--- src/rtl/ysyx_23060278_ifu.sv ---
// Instruction fetch unit: fetches the word at pc, holds it until the core consumes it.
// Optional WAIT-state timeout fault is compiled in when IFU_TIMEOUT_EN is defined.
module ysyx_23060278_ifu #(
  parameter int ADDR_W      = 32,
  parameter int DATA_W      = 32,
  parameter int TIMEOUT_CYC = 255
) (
  input  logic              clk,
  input  logic              rst,
  input  logic [ADDR_W-1:0] pc,
  output logic [DATA_W-1:0] inst,
  output logic              inst_valid,
  input  logic              inst_ready,
  output logic              pc_wen,
  output logic              mem_req_valid,
  input  logic              mem_req_ready,
  output logic [ADDR_W-1:0] mem_req_addr,
  input  logic              mem_rsp_valid,
  output logic              mem_rsp_ready,
  input  logic [DATA_W-1:0] mem_rsp_data,
  input  logic              mem_rsp_err,
  output logic              fetch_err,
  output logic [1:0]        err_cause,
  output logic [2:0]        state_dbg
);

  if (DATA_W != 32 || TIMEOUT_CYC < 1 || TIMEOUT_CYC > 255) begin : g_bad_cfg
    $error("ysyx_23060278_ifu: DATA_W must be 32 and TIMEOUT_CYC within 1..255");
  end

  typedef enum logic [2:0] {
    S_IDLE = 3'd0,
    S_REQ  = 3'd1,
    S_WAIT = 3'd2,
    S_HOLD = 3'd3,
    S_ERR  = 3'd4
  } state_t;

  state_t            state, state_nxt;
  logic [DATA_W-1:0] inst_nxt;
  logic [1:0]        cause_nxt;

`ifdef IFU_TIMEOUT_EN
  localparam logic [7:0] TIMEOUT_LAST = 8'(TIMEOUT_CYC - 1);
  logic [7:0] wait_cnt, wait_cnt_nxt;
`endif

  // All handshakes: a transfer happens on a rising edge where valid and ready are
  // both 1; a raised valid (and its payload) stays stable until that edge.
  assign mem_req_addr  = pc;
  assign mem_req_valid = (state == S_REQ) && (pc[1:0] == 2'b00);
  assign mem_rsp_ready = (state == S_WAIT);
  assign inst_valid    = (state == S_HOLD);
  assign fetch_err     = (state == S_ERR);
  assign pc_wen        = inst_valid & inst_ready;
  assign state_dbg     = state;

  always_comb begin
    state_nxt = state;
    inst_nxt  = inst;
    cause_nxt = err_cause;
`ifdef IFU_TIMEOUT_EN
    wait_cnt_nxt = wait_cnt;
`endif
    case (state)
      S_IDLE: state_nxt = S_REQ;
      S_REQ: begin
        if (pc[1:0] != 2'b00) begin
          state_nxt = S_ERR;
          cause_nxt = 2'b01;
        end else if (mem_req_ready) begin
          state_nxt = S_WAIT;
`ifdef IFU_TIMEOUT_EN
          wait_cnt_nxt = 8'd0;
`endif
        end
      end
      S_WAIT: begin
        // A response, good or bad, always beats a timeout in the same cycle.
        if (mem_rsp_valid) begin
          if (mem_rsp_err) begin
            state_nxt = S_ERR;
            cause_nxt = 2'b10;
          end else begin
            state_nxt = S_HOLD;
            inst_nxt  = mem_rsp_data;
          end
        end
`ifdef IFU_TIMEOUT_EN
        else if (wait_cnt == TIMEOUT_LAST) begin
          state_nxt = S_ERR;
          cause_nxt = 2'b11;
        end else begin
          wait_cnt_nxt = wait_cnt + 8'd1;
        end
`endif
      end
      S_HOLD: if (inst_ready) state_nxt = S_REQ;
      S_ERR:  state_nxt = S_ERR;
      default: state_nxt = S_IDLE;
    endcase
  end

  always_ff @(posedge clk or negedge rst) begin
    if (!rst) begin
      state     <= S_IDLE;
      inst      <= '0;
      err_cause <= 2'b00;
`ifdef IFU_TIMEOUT_EN
      wait_cnt  <= 8'd0;
`endif
    end else begin
      state     <= state_nxt;
      inst      <= inst_nxt;
      err_cause <= cause_nxt;
`ifdef IFU_TIMEOUT_EN
      wait_cnt  <= wait_cnt_nxt;
`endif
    end
  end

endmodule
--- config.mk ---
export PLATFORM = sky130hd
export DESIGN_NAME = ysyx_23060278_ifu
export DESIGN_NICKNAME = d
export VERILOG_FILES = /design/src/rtl/ysyx_23060278_ifu.sv
export SDC_FILE = /design/constraint.sdc
export NUM_CORES = 1
export LEC_CHECK = 0
export ABC_AREA = 1
export BUFFER_PORTS_ARGS = -buffer_cell sky130_fd_sc_hd__buf_2
export CORE_MARGIN = 4
export CORE_UTILIZATION = 44
export CTS_CLUSTER_DIAMETER = 100
export CTS_CLUSTER_SIZE = 28
export DETAILED_ROUTE_END_ITERATION = 8
export HOLD_SLACK_MARGIN = 0.1
export PLACE_DENSITY = 0.86
export SLEW_MARGIN = 0
export SYNTH_ARGS = -nofsm -noshare
export SYNTH_HDL_FRONTEND = slang
export SYNTH_SLANG_ARGS = --single-unit
--- constraint.sdc ---
create_clock -name clk -period 2.29 [get_ports clk]
set_input_delay 0.3435 -clock clk [delete_from_list [all_inputs] [get_ports clk]]
set_output_delay 0.3435 -clock clk [all_outputs]
set_load 0.01 [all_outputs]
# After elaboration in Yosys (flattened, before gate mapping)
# Index checks and enable logic that the tools add are counted.
# Widths: inputs -> output; s select.
classes:
  n_eq_ne: 9
  muxes: 10
  bitwise_logic: 2
  reduce_logical: 8
ops:
  columns: ["op", "n"]
  rows:
  - ["$mux 3", 5]
  - ["$pmux 3 s5", 1]
  - ["$eq 3x2->1 const B", 2]
  - ["$mux 2", 3]
  - ["$ne 2x1->1 const B", 3]
  - ["$reduce_and 3->1", 2]
  - ["$pmux 2 s2", 1]
  - ["$reduce_and 4->1", 1]
  - ["$reduce_bool 2->1", 2]
  - ["$eq 3x1->1 const B", 1]
  - ["$eq 3x3->1 const B", 1]
  - ["$logic_not 3->1", 1]
  - ["$ne 3x2->1 const B", 1]
  - ["$logic_not 2->1", 1]
  - ["$ne 2x2->1 const B", 1]
  - ["$and 1x1->1", 1]
  - ["$logic_and 1x1->1", 1]
  - ["$not 1->1", 1]
word_totals:
  ff_bits: 37
  out_inout_bits: 74

# Depth between registers and ports, before layout
# Gate-level depths: netlist of the first run.
depth:
  word_depth: 3
  ltp_mapped: 8

# Least setup slack after synthesis of the first run
# No wires, ideal clock.
synth_timing:
  path_type: "register to output"
  start: "register state[1], in the netlist state_dbg[1]"
  end: "output port pc_wen"
  arrival_time_ps: 1032
  path_slack_ps: 914
  path_stages_with_launch: 3
  path_cell_list: "dfrtp_1 inv_1 nor4_1"
synth_via:
  elab_chain_cells: 2
synth_lines:
  columns: ["element", "line_no", "text"]
  rows:
  - ["from (decl)", "39", "state_t state, state_nxt;"]
  - ["from (signal assigned)", "113", "state <= state_nxt;"]
  - ["$eq 3x2->1", "53", "assign inst_valid = (state == S_HOLD);"]
  - ["$and 1x1->1", "55", "assign pc_wen = inst_valid & inst_ready;"]
  - ["to (decl)", "14", "output logic pc_wen,"]
# No other way between the ends.

# Worst setup path in the final report of the first run
layout_timing:
  start: "register state[2], in the netlist state_dbg[2]"
  end: "register inst[4]"
layout_via:
  elab_chain_cells: 2
layout_lines:
  columns: ["element", "line_no", "text"]
  rows:
  - ["$eq 3x2->1", "65", "case (state)"]
  - ["$reduce_and 3->1 (no source line)", null, null]
  - ["to (signal assigned)", "114", "inst <= inst_nxt;"]
  - ["to (decl)", "11", "output logic [DATA_W-1:0] inst,"]
# No other way between the ends.
# A chain may end at the register's enable or synchronous reset.

==> results of run 1 <==
-- where the power goes --
part / internal, mW / switching (mW) / total [mW]
logic: 0.466 / 0.636 / 1.10
registers: 0.932 / 0.171 / 1.10
clock network: 0.355 / 0.220 / 0.575
total: 1.75 / 1.03 / 2.78
-- cell usage in the layout (no fill, tap or decap), drive strengths merged, types with 3 or more instances in the layout --
master	synthesis	routed
nor2	10	10
nand2	42	42
inv	43	43
dfrtp	37	37
nor3	3	3
buf	38	83
clkbuf	0	7
nand3	5	5
o21ai	36	36
-- cell families after synthesis --
group                  synth area share
DFF                               0.464
buffers and inverters             0.236
and+or+nand+nor                   0.141
AOI/OAI and AO/OA                 0.159
-- flip-flops by register name, indices dropped and copies added, names as in the netlist --
register   flops
inst          32
err_cause      2
state_dbg      3
-- worst max-delay path: cells and delay by family, from the launching register on --
family          cells  cell delay, ns
simple gates        3            0.93
flops               1            0.46
buf+inv             2            0.22
compound gates      1            0.08
-- per-stage QoR --
step                      area [um2]  worst slack, ns  instances
after CTS                       2280            0.397        323
after detailed placement        2170            0.408        315
after global placement          2170            0.474        315
after global routing            2280            0.194        323
after floorplan                 2000            0.914        218
final                           2280            0.400        323
-- layer usage --
metal	part of all wire	GRT usage	up-vias
li1	-	-	733
met1	0.40	0.155	657
met2	0.51	0.239	53
met3	0.080	0.0369	7
met4	0.0092	0.0447	0
met5	0	0	-
-- area by class of cell --
class | instances | area, um2 | share of cell area
flip-flops and latches | 37 | 926 | 0.405
repair buffers | 83 | 415 | 0.182
well taps | 52 | 65.1 | 0.0285
multi-input cells | 100 | 598 | 0.262
inverters | 43 | 164 | 0.0717
clock inverters | 1 | 30.0 | 0.0131
clock buffers | 7 | 86.3 | 0.0378
-- path summary, 6_finish.rpt --
path / start / to / depth (start not counted)
max in group asynchronous: rst / err_cause[1] / 1
min in group clk: mem_rsp_data[21] / inst[21] / 3
worst min-delay path: rst / inst[28] / 1
worst max register to register: state_dbg[2] / inst[4] / 6
worst max-delay path: state_dbg[2] / inst[4] / 6
worst min register to register: inst[21] / inst[21] / 2
==> impl_metrics.env, run 1 <==
export IMPL_maxCapViolations=0
export IMPL_cp_slowest_cell="nand3_4"
export IMPL_final_hold_violation_count=0
export IMPL_fp_dieH_um=75.3
export IMPL_ir_worst_vdd_mv=0.460
export IMPL_synthCells=218
export IMPL_fin_tns_setup_ns=0
export IMPL_critPathMaxStageDelay_ns=0.56
export IMPL_synthArstFlopShare=1.00
export IMPL_cts_hold_buf=0
export IMPL_fin_skew_ns=0.00259
export IMPL_setup_viol=0
export IMPL_overflow=0
export IMPL_ys_seq_area_frac=0.464
export IMPL_antenna_left=0
export IMPL_drive_gt1_frac=0.480
export IMPL_max_freq_mhz=529
export IMPL_synth_edff_count=0
export IMPL_rows=24
export IMPL_die_width_um=75.3
export IMPL_cts_sinks=37
export IMPL_cts_setup_buffers=0
export IMPL_min_path_type="input pin to asynchronous set/reset pin"
export IMPL_antenna_found_initial=0
export IMPL_period_needed_ns=1.89
export IMPL_wl_mm=3.68
export IMPL_power_density_nw_per_um2=1220
export IMPL_cp_end_kind="flip-flop"
export IMPL_reg2reg_slack_ns=0.40
export IMPL_syn_avg_cell_area_um2=9.15
export IMPL_status="finished, final reports clean"
export IMPL_syn_cell_area_um2=2000
export IMPL_syn2layout_area_growth_pct=14.5
export IMPL_gp_congestion=0.922
export IMPL_ctsResizeCount=0
export IMPL_grt_pass1_vias=1424
export IMPL_antenna_cells=0
export IMPL_numCtsBuffers=5
export IMPL_crit_chain="inv_2, nand3_4, inv_4, nand3_4, nand2_1, o21ai_2"
export IMPL_clkLatencyLatePin_ns=0.28
export IMPL_grt_max_degree=65
export IMPL_cp_max_fo=64
export IMPL_design_core_area_um2=4380
export IMPL_yosysTopAreaCell="dfrtp_1"
export IMPL_portBuffers=83
export IMPL_report_final_slew_viol_count=0
export IMPL_synth_distinct_cells=19
export IMPL_drt_pass1_iterations=4
export IMPL_clk_pin_slew_ns=0.07
export IMPL_yosysWarningCount=0
export IMPL_n_fill_cell=423
export IMPL_synth_top_cells_by_count="nand2_1, inv_1, dfrtp_1"
export IMPL_start_util=0.455
export IMPL_wl_per_cell_um=11.4
export IMPL_rsz0062_at_grt="no"
export IMPL_ios=144
export IMPL_yosysMostFrequentCell="nand2_1"
export IMPL_worstSetupPathType="flip-flop to flip-flop"
export IMPL_synth_top_area_frac=0.464
export IMPL_cts_root_buf="clkbuf_8"
export IMPL_whs_ns=0.153
export IMPL_die_area_um2=5680
export IMPL_post_route_drc_count=0
export IMPL_synth_ff_type="dfrtp_1"
export IMPL_p_leak_nw=1.36
export IMPL_tightest_slew_ns=0.838
export IMPL_h_tree_depth=2
export IMPL_cts_tree="built"
export IMPL_synth_seq_cells=37
export IMPL_total_power_mw=2.78
export IMPL_crit_path_start_kind="flip-flop"
export IMPL_fin_util=0.521
export IMPL_relSlewSlack=0.442
export IMPL_worstPathRequired_ns=2.43
export IMPL_syn_num_nets=288
export IMPL_critPathArrivalTime_ns=2.03
export IMPL_cpMostUsedCell="nand3_4"
export IMPL_num_vias=1450
export IMPL_track_usage=0.134
export IMPL_nets=340
export IMPL_synthTopCellsByArea="dfrtp_1, o21ai_2, buf_4"
export IMPL_drt_iter0_markers=44
export IMPL_avgViaCountPerCell=4.49
export IMPL_grt_first_pass_wirelength_mm=5.95
export IMPL_min_period_over_period=0.825
export IMPL_dp_hpwl_mm=2.83
export IMPL_clockBufferDepth=2
Note: power is estimated with default switching activity, not from simulation.
==> run 2: changes to the inputs <==
- CORE_UTILIZATION: 44 -> 41
- PLACE_DENSITY: 0.86 -> 0.81
- clock period: 2.29 -> 1.92 ns (I/O delays scaled with it)
==> run 2 against run 1 <==
Against the previous run:
- non-clock buffer count grew 2
- first-iteration DRC count shrank 14%
- critical path depth shrank 1
- final cell count grew 5.3%
- core utilization shrank 3.4 points
- register-to-register slack gained 0.13 ns
==> impl_metrics.env, run 2 (same netlist as run 1, synthesis figures left out) <==
export IMPL_grt_first_pass_wirelength_mm=6.17
export IMPL_ctsResizeCount=0
export IMPL_antenna_left=0
export IMPL_overflow=0
export IMPL_numCtsBuffers=5
export IMPL_portBuffers=83
export IMPL_ff2ff_path_depth=7
export IMPL_clockBufferDepth=2
export IMPL_cp_end_kind="output pin"
export IMPL_setup_viol=0
export IMPL_crit_path_start_kind="flip-flop"
export IMPL_min_period_over_period=0.840
export IMPL_relSlewSlack=0.457
export IMPL_layout_common_cells="buf_2, nand2_1, inv_1"
export IMPL_fp_dieH_um=77.8
export IMPL_max_freq_mhz=620
export IMPL_critPathMaxStageDelay_ns=0.40
export IMPL_post_route_drc_count=0
export IMPL_wl_mm=3.64
export IMPL_status="finished, final reports clean"
export IMPL_grt_max_degree=38
export IMPL_tightest_slew_ns=0.814
export IMPL_fin_skew_ns=0.00712
export IMPL_critPathArrivalTime_ns=1.32
export IMPL_die_width_um=77.8
export IMPL_fin_tns_setup_ns=0
export IMPL_design_core_area_um2=4720
export IMPL_min_path_type="input pin to asynchronous set/reset pin"
export IMPL_reg2reg_slack_ns=0.53
export IMPL_start_util=0.423
export IMPL_r2r_end="inst[2]"
export IMPL_cts_sinks=37
export IMPL_grt_pass1_vias=1371
export IMPL_whs_ns=0.0976
export IMPL_cts_setup_buffers=0
export IMPL_track_usage=0.128
export IMPL_nets=342
export IMPL_die_area_um2=6050
export IMPL_drive_gt1_frac=0.487
export IMPL_rows=25
export IMPL_cp_slowest_cell="dfrtp_1"
export IMPL_p_leak_nw=1.36
export IMPL_syn2layout_area_growth_pct=15.2
export IMPL_drt_pass1_iterations=4
export IMPL_wl_per_cell_um=10.7
export IMPL_ios=144
export IMPL_final_hold_violation_count=0
export IMPL_maxCapViolations=0
export IMPL_drt_iter0_markers=38
export IMPL_cts_root_buf="clkbuf_8"
export IMPL_ir_worst_vdd_mv=0.521
export IMPL_rsz0062_at_grt="no"
export IMPL_largest_register_ffs=32
export IMPL_n_fill_cell=465
export IMPL_clk_pin_slew_ns=0.07
export IMPL_crit_chain="inv_2, nor2_1, nand2_1, nor2_2, buf_2"
export IMPL_power_density_nw_per_um2=1380
export IMPL_cts_hold_buf=0
export IMPL_avgViaCountPerCell=4.23
export IMPL_antenna_found_initial=0
export IMPL_period_needed_ns=1.61
export IMPL_antenna_cells=0
export IMPL_cp_max_fo=6
export IMPL_final_common_cell="buf_2"
export IMPL_worstPathRequired_ns=1.63
export IMPL_report_final_slew_viol_count=0
export IMPL_clkLatencyLatePin_ns=0.28
export IMPL_dp_hpwl_mm=2.83
export IMPL_num_vias=1439
export IMPL_r2r_start="state_dbg[2]"
export IMPL_gp_congestion=0.856
export IMPL_worstSetupPathType="flip-flop to output pin"
export IMPL_h_tree_depth=2
export IMPL_cts_tree="built"
export IMPL_regMostFlops="inst"
run 2: cell count changes in the layout (fill, tap and decap cells not counted), sizes merged:
cell,previous run,this run
clkbuf,7,6
buf,83,85
clkinv,0,2
bufinv,1,0
run 2: final cells by class:
type                            instances  area (um2)  share of cell area
Timing Repair Buffer                   85         430               0.187
Multi-Input combinational cell        100         598               0.260
Clock buffer                            6        82.6              0.0359
Clock inverter                          2        13.8             0.00599
Sequential cell                        37         926               0.403
Tap cell                               67        83.8              0.0365
Inverter                               43         164              0.0713
run 2: worst max path at each step:
| stage | from | end | slack [ns] |
|---|---|---|---|
| 2_1_floorplan | state_dbg[1] | pc_wen | 0.60 |
| 3_3_place_gp | state_dbg[2] | inst[15] | 0.57 |
| 3_5_place_dp | state_dbg[2] | inst[2] | 0.53 |
| 4_1_cts | state_dbg[0] | mem_req_valid | 0.30 |
| 5_1_grt | state_dbg[0] | mem_req_valid | 0.16 |
| 6_report | state_dbg[0] | mem_req_valid | 0.31 |
run 2: stage by stage:
stage / instance area, um2 / util / std cells / power [mW] / worst slack, ns
after CTS: 2300 / 0.487 / 340 / 3.24 / 0.301
after floorplan: 2000 / - / 218 / 2.21 / 0.600
after global placement: 2200 / 0.466 / 332 / 2.61 / 0.571
after global routing: 2300 / 0.487 / 340 / 3.46 / 0.161
after detailed placement: 2200 / 0.466 / 332 / 2.66 / 0.526
final: 2300 / 0.487 / 340 / 3.18 / 0.308
run 2: report_power, final:
part	internal [mW]	switching [mW]	total [mW]	leakage (nW)
registers	1.11	0.198	1.31	0.481
logic	0.560	0.753	1.31	0.832
clock network	0.291	0.269	0.560	0.0512
run 2: routing by layer:
| layer | GRT usage | wire length [um] | up-vias |
|---|---|---|---|
| li1 | - | - | 736 |
| met1 | 0.149 | 1450 | 646 |
| met2 | 0.214 | 1830 | 52 |
| met3 | 0.0441 | 323 | 5 |
| met4 | 0.0498 | 36 | 0 |
| met5 | 0 | 0 | - |
run 2: critical path, delay by kind of cell, from the launching register on:
| kind | cells | cell delay (ns) |
|---|---|---|
| buf+inv | 2 | 0.24 |
| simple gates | 3 | 0.41 |
| flops | 1 | 0.40 |
==> run 3: changes to the inputs <==
- CORE_UTILIZATION: 41 -> 37
- PLACE_DENSITY: 0.81 -> 0.77
- clock period: 1.92 -> 1.32 ns (I/O delays scaled with it)
==> run 3 against run 2 <==
Against the previous run:
- the flow now finishes with violations (negative setup slack)
- critical path depth decreased by 1
- worst setup slack worse by 0.45 ns
- clock power up 84%
- combinational power is 95% higher
- via count increased by 10%
- sequential share of layout area decreased by 4.9 points
- hold slack better by 0.047 ns
- final cell count is 6.2% higher
- critical endpoint is now inst_valid
==> impl_metrics.env, run 3 (same netlist as run 1, synthesis figures left out) <==
export IMPL_total_power_mw=5.51
export IMPL_clk_pin_slew_ns=0.08
export IMPL_grt_first_pass_wirelength_mm=6.57
export IMPL_min_period_over_period=1.11
export IMPL_min_path_type="input pin to flip-flop"
export IMPL_hold_depth=3
export IMPL_largest_register_ffs=32
export IMPL_nets=360
export IMPL_grt_pass1_vias=1492
export IMPL_power_density_nw_per_um2=2100
export IMPL_grt_max_degree=35
export IMPL_cts_root_buf="clkbuf_8"
export IMPL_start_util=0.386
export IMPL_wl_per_cell_um=12.7
export IMPL_gp_congestion=0.797
export IMPL_design_core_area_um2=5170
export IMPL_drt_iter0_markers=30
export IMPL_final_hold_violation_count=0
export IMPL_fp_dieH_um=81.4
export IMPL_final_common_cell="buf_2"
export IMPL_rsz0062_at_grt="yes"
export IMPL_r2r_start="state_dbg[1]"
export IMPL_setup_viol=39
export IMPL_ios=144
export IMPL_violations="negative setup slack"
export IMPL_fin_util=0.507
export IMPL_fin_ws_ns=-0.140
export IMPL_maxCapViolations=0
export IMPL_dp_hpwl_mm=3.06
export IMPL_post_route_drc_count=0
export IMPL_wl_mm=4.58
export IMPL_ir_worst_vdd_mv=0.769
export IMPL_antenna_cells=0
export IMPL_crit_path_start_kind="flip-flop"
export IMPL_die_width_um=81.4
export IMPL_cts_tree="built"
export IMPL_numCtsBuffers=5
export IMPL_num_vias=1585
export IMPL_r2r_end="inst[10]"
export IMPL_antenna_found_initial=0
export IMPL_avgViaCountPerCell=4.39
export IMPL_drive_gt1_frac=0.557
export IMPL_critPathArrivalTime_ns=1.26
export IMPL_status="complete, but fails checks"
export IMPL_period_needed_ns=1.46
export IMPL_report_final_slew_viol_count=0
export IMPL_syn2layout_area_growth_pct=31.3
export IMPL_tightest_slew_ns=0.388
export IMPL_relSlewSlack=0.741
export IMPL_p_leak_nw=1.51
export IMPL_ff2ff_path_depth=7
export IMPL_cp_end_kind="output pin"
export IMPL_cts_sinks=37
export IMPL_holdCritStartpoint="mem_rsp_data[18]"
export IMPL_hold_end="inst[18]"
export IMPL_drt_pass1_iterations=5
export IMPL_rows=26
export IMPL_fin_skew_ns=0.00312
export IMPL_overflow=0
export IMPL_worstSetupPathType="flip-flop to output pin"
export IMPL_layout_common_cells="buf_2, inv_1, nand2_1"
export IMPL_reg2reg_slack_ns=-0.06
export IMPL_antenna_left=0
export IMPL_max_freq_mhz=685
export IMPL_track_usage=0.130
export IMPL_cp_max_fo=5
export IMPL_portBuffers=83
export IMPL_die_area_um2=6630
export IMPL_fin_tns_setup_ns=-2.17
export IMPL_h_tree_depth=2
export IMPL_clockBufferDepth=2
export IMPL_regMostFlops="inst"
export IMPL_worstPathRequired_ns=1.12
export IMPL_clkLatencyLatePin_ns=0.28
## run 3: how the worst max path moves through the flow
| stage | to | slack (ns) | start | cells past startpoint |
|---|---|---|---|---|
| detailed placement | err_cause[1] | 0.03 | state_dbg[0] | 7 |
| finish | inst_valid | -0.14 | state_dbg[0] | 4 |
| CTS | mem_req_valid | -0.11 | state_dbg[0] | 5 |
| floorplan | inst[15] | 0.05 | state_dbg[2] | 7 |
| global route | pc_wen | -0.18 | state_dbg[1] | 3 |
| global placement | mem_req_valid | 0.08 | state_dbg[1] | 4 |
## run 3: cell type report
cell class                 count  area (um2)
sequential                    37         927
inverter                      43         169
clock inverter                 2        37.5
fill                         494        2550
multi-input combinational    100         658
timing repair buffer         103         659
tap                           70        87.6
clock buffer                   6        82.6
## run 3: power breakdown
part | switching [mW] | internal [mW] | total, mW
sequential | 0.295 | 1.62 | 1.91
clock | 0.414 | 0.614 | 1.03
combinational | 1.37 | 1.19 | 2.56
total | 2.08 | 3.42 | 5.51
## run 3: through the flow
step                instances  setup slack [ns]  hold slack (ns)  instance area (um2)
floorplan                 218            0.0466          -0.0976                 2000
global placement          337            0.0780            0.147                 2260
detailed placement        337            0.0348            0.151                 2260
CTS                       355            -0.112            0.133                 2510
global route              361            -0.181            0.136                 2620
finish                    361            -0.140            0.145                 2620
## run 3: worst max-delay path: stages, from the launching register on
cell and delay [ns]:
dfrtp_1 0.42, inv_4 0.09, buf_6 0.13, nor3_4 0.19, buf_2 0.16
## run 3: timing repair
item                                   CTS  global route
resized for setup                       16             9
hold buffers                             1             0
setup endpoints to repair                5            41
setup buffers                            9             4
endpoints found under the hold margin   14             0
pin swaps                                4             4
gates cloned                             0             2
## run 3: metal layers
| layer | up-vias | global-route usage | share of wire |
|---|---|---|---|
| li1 | 773 | - | - |
| met5 | - | 0 | 0 |
| met4 | 0 | 0.0591 | 0.016 |
| met2 | 69 | 0.227 | 0.51 |
| met3 | 10 | 0.0461 | 0.084 |
| met1 | 733 | 0.141 | 0.39 |
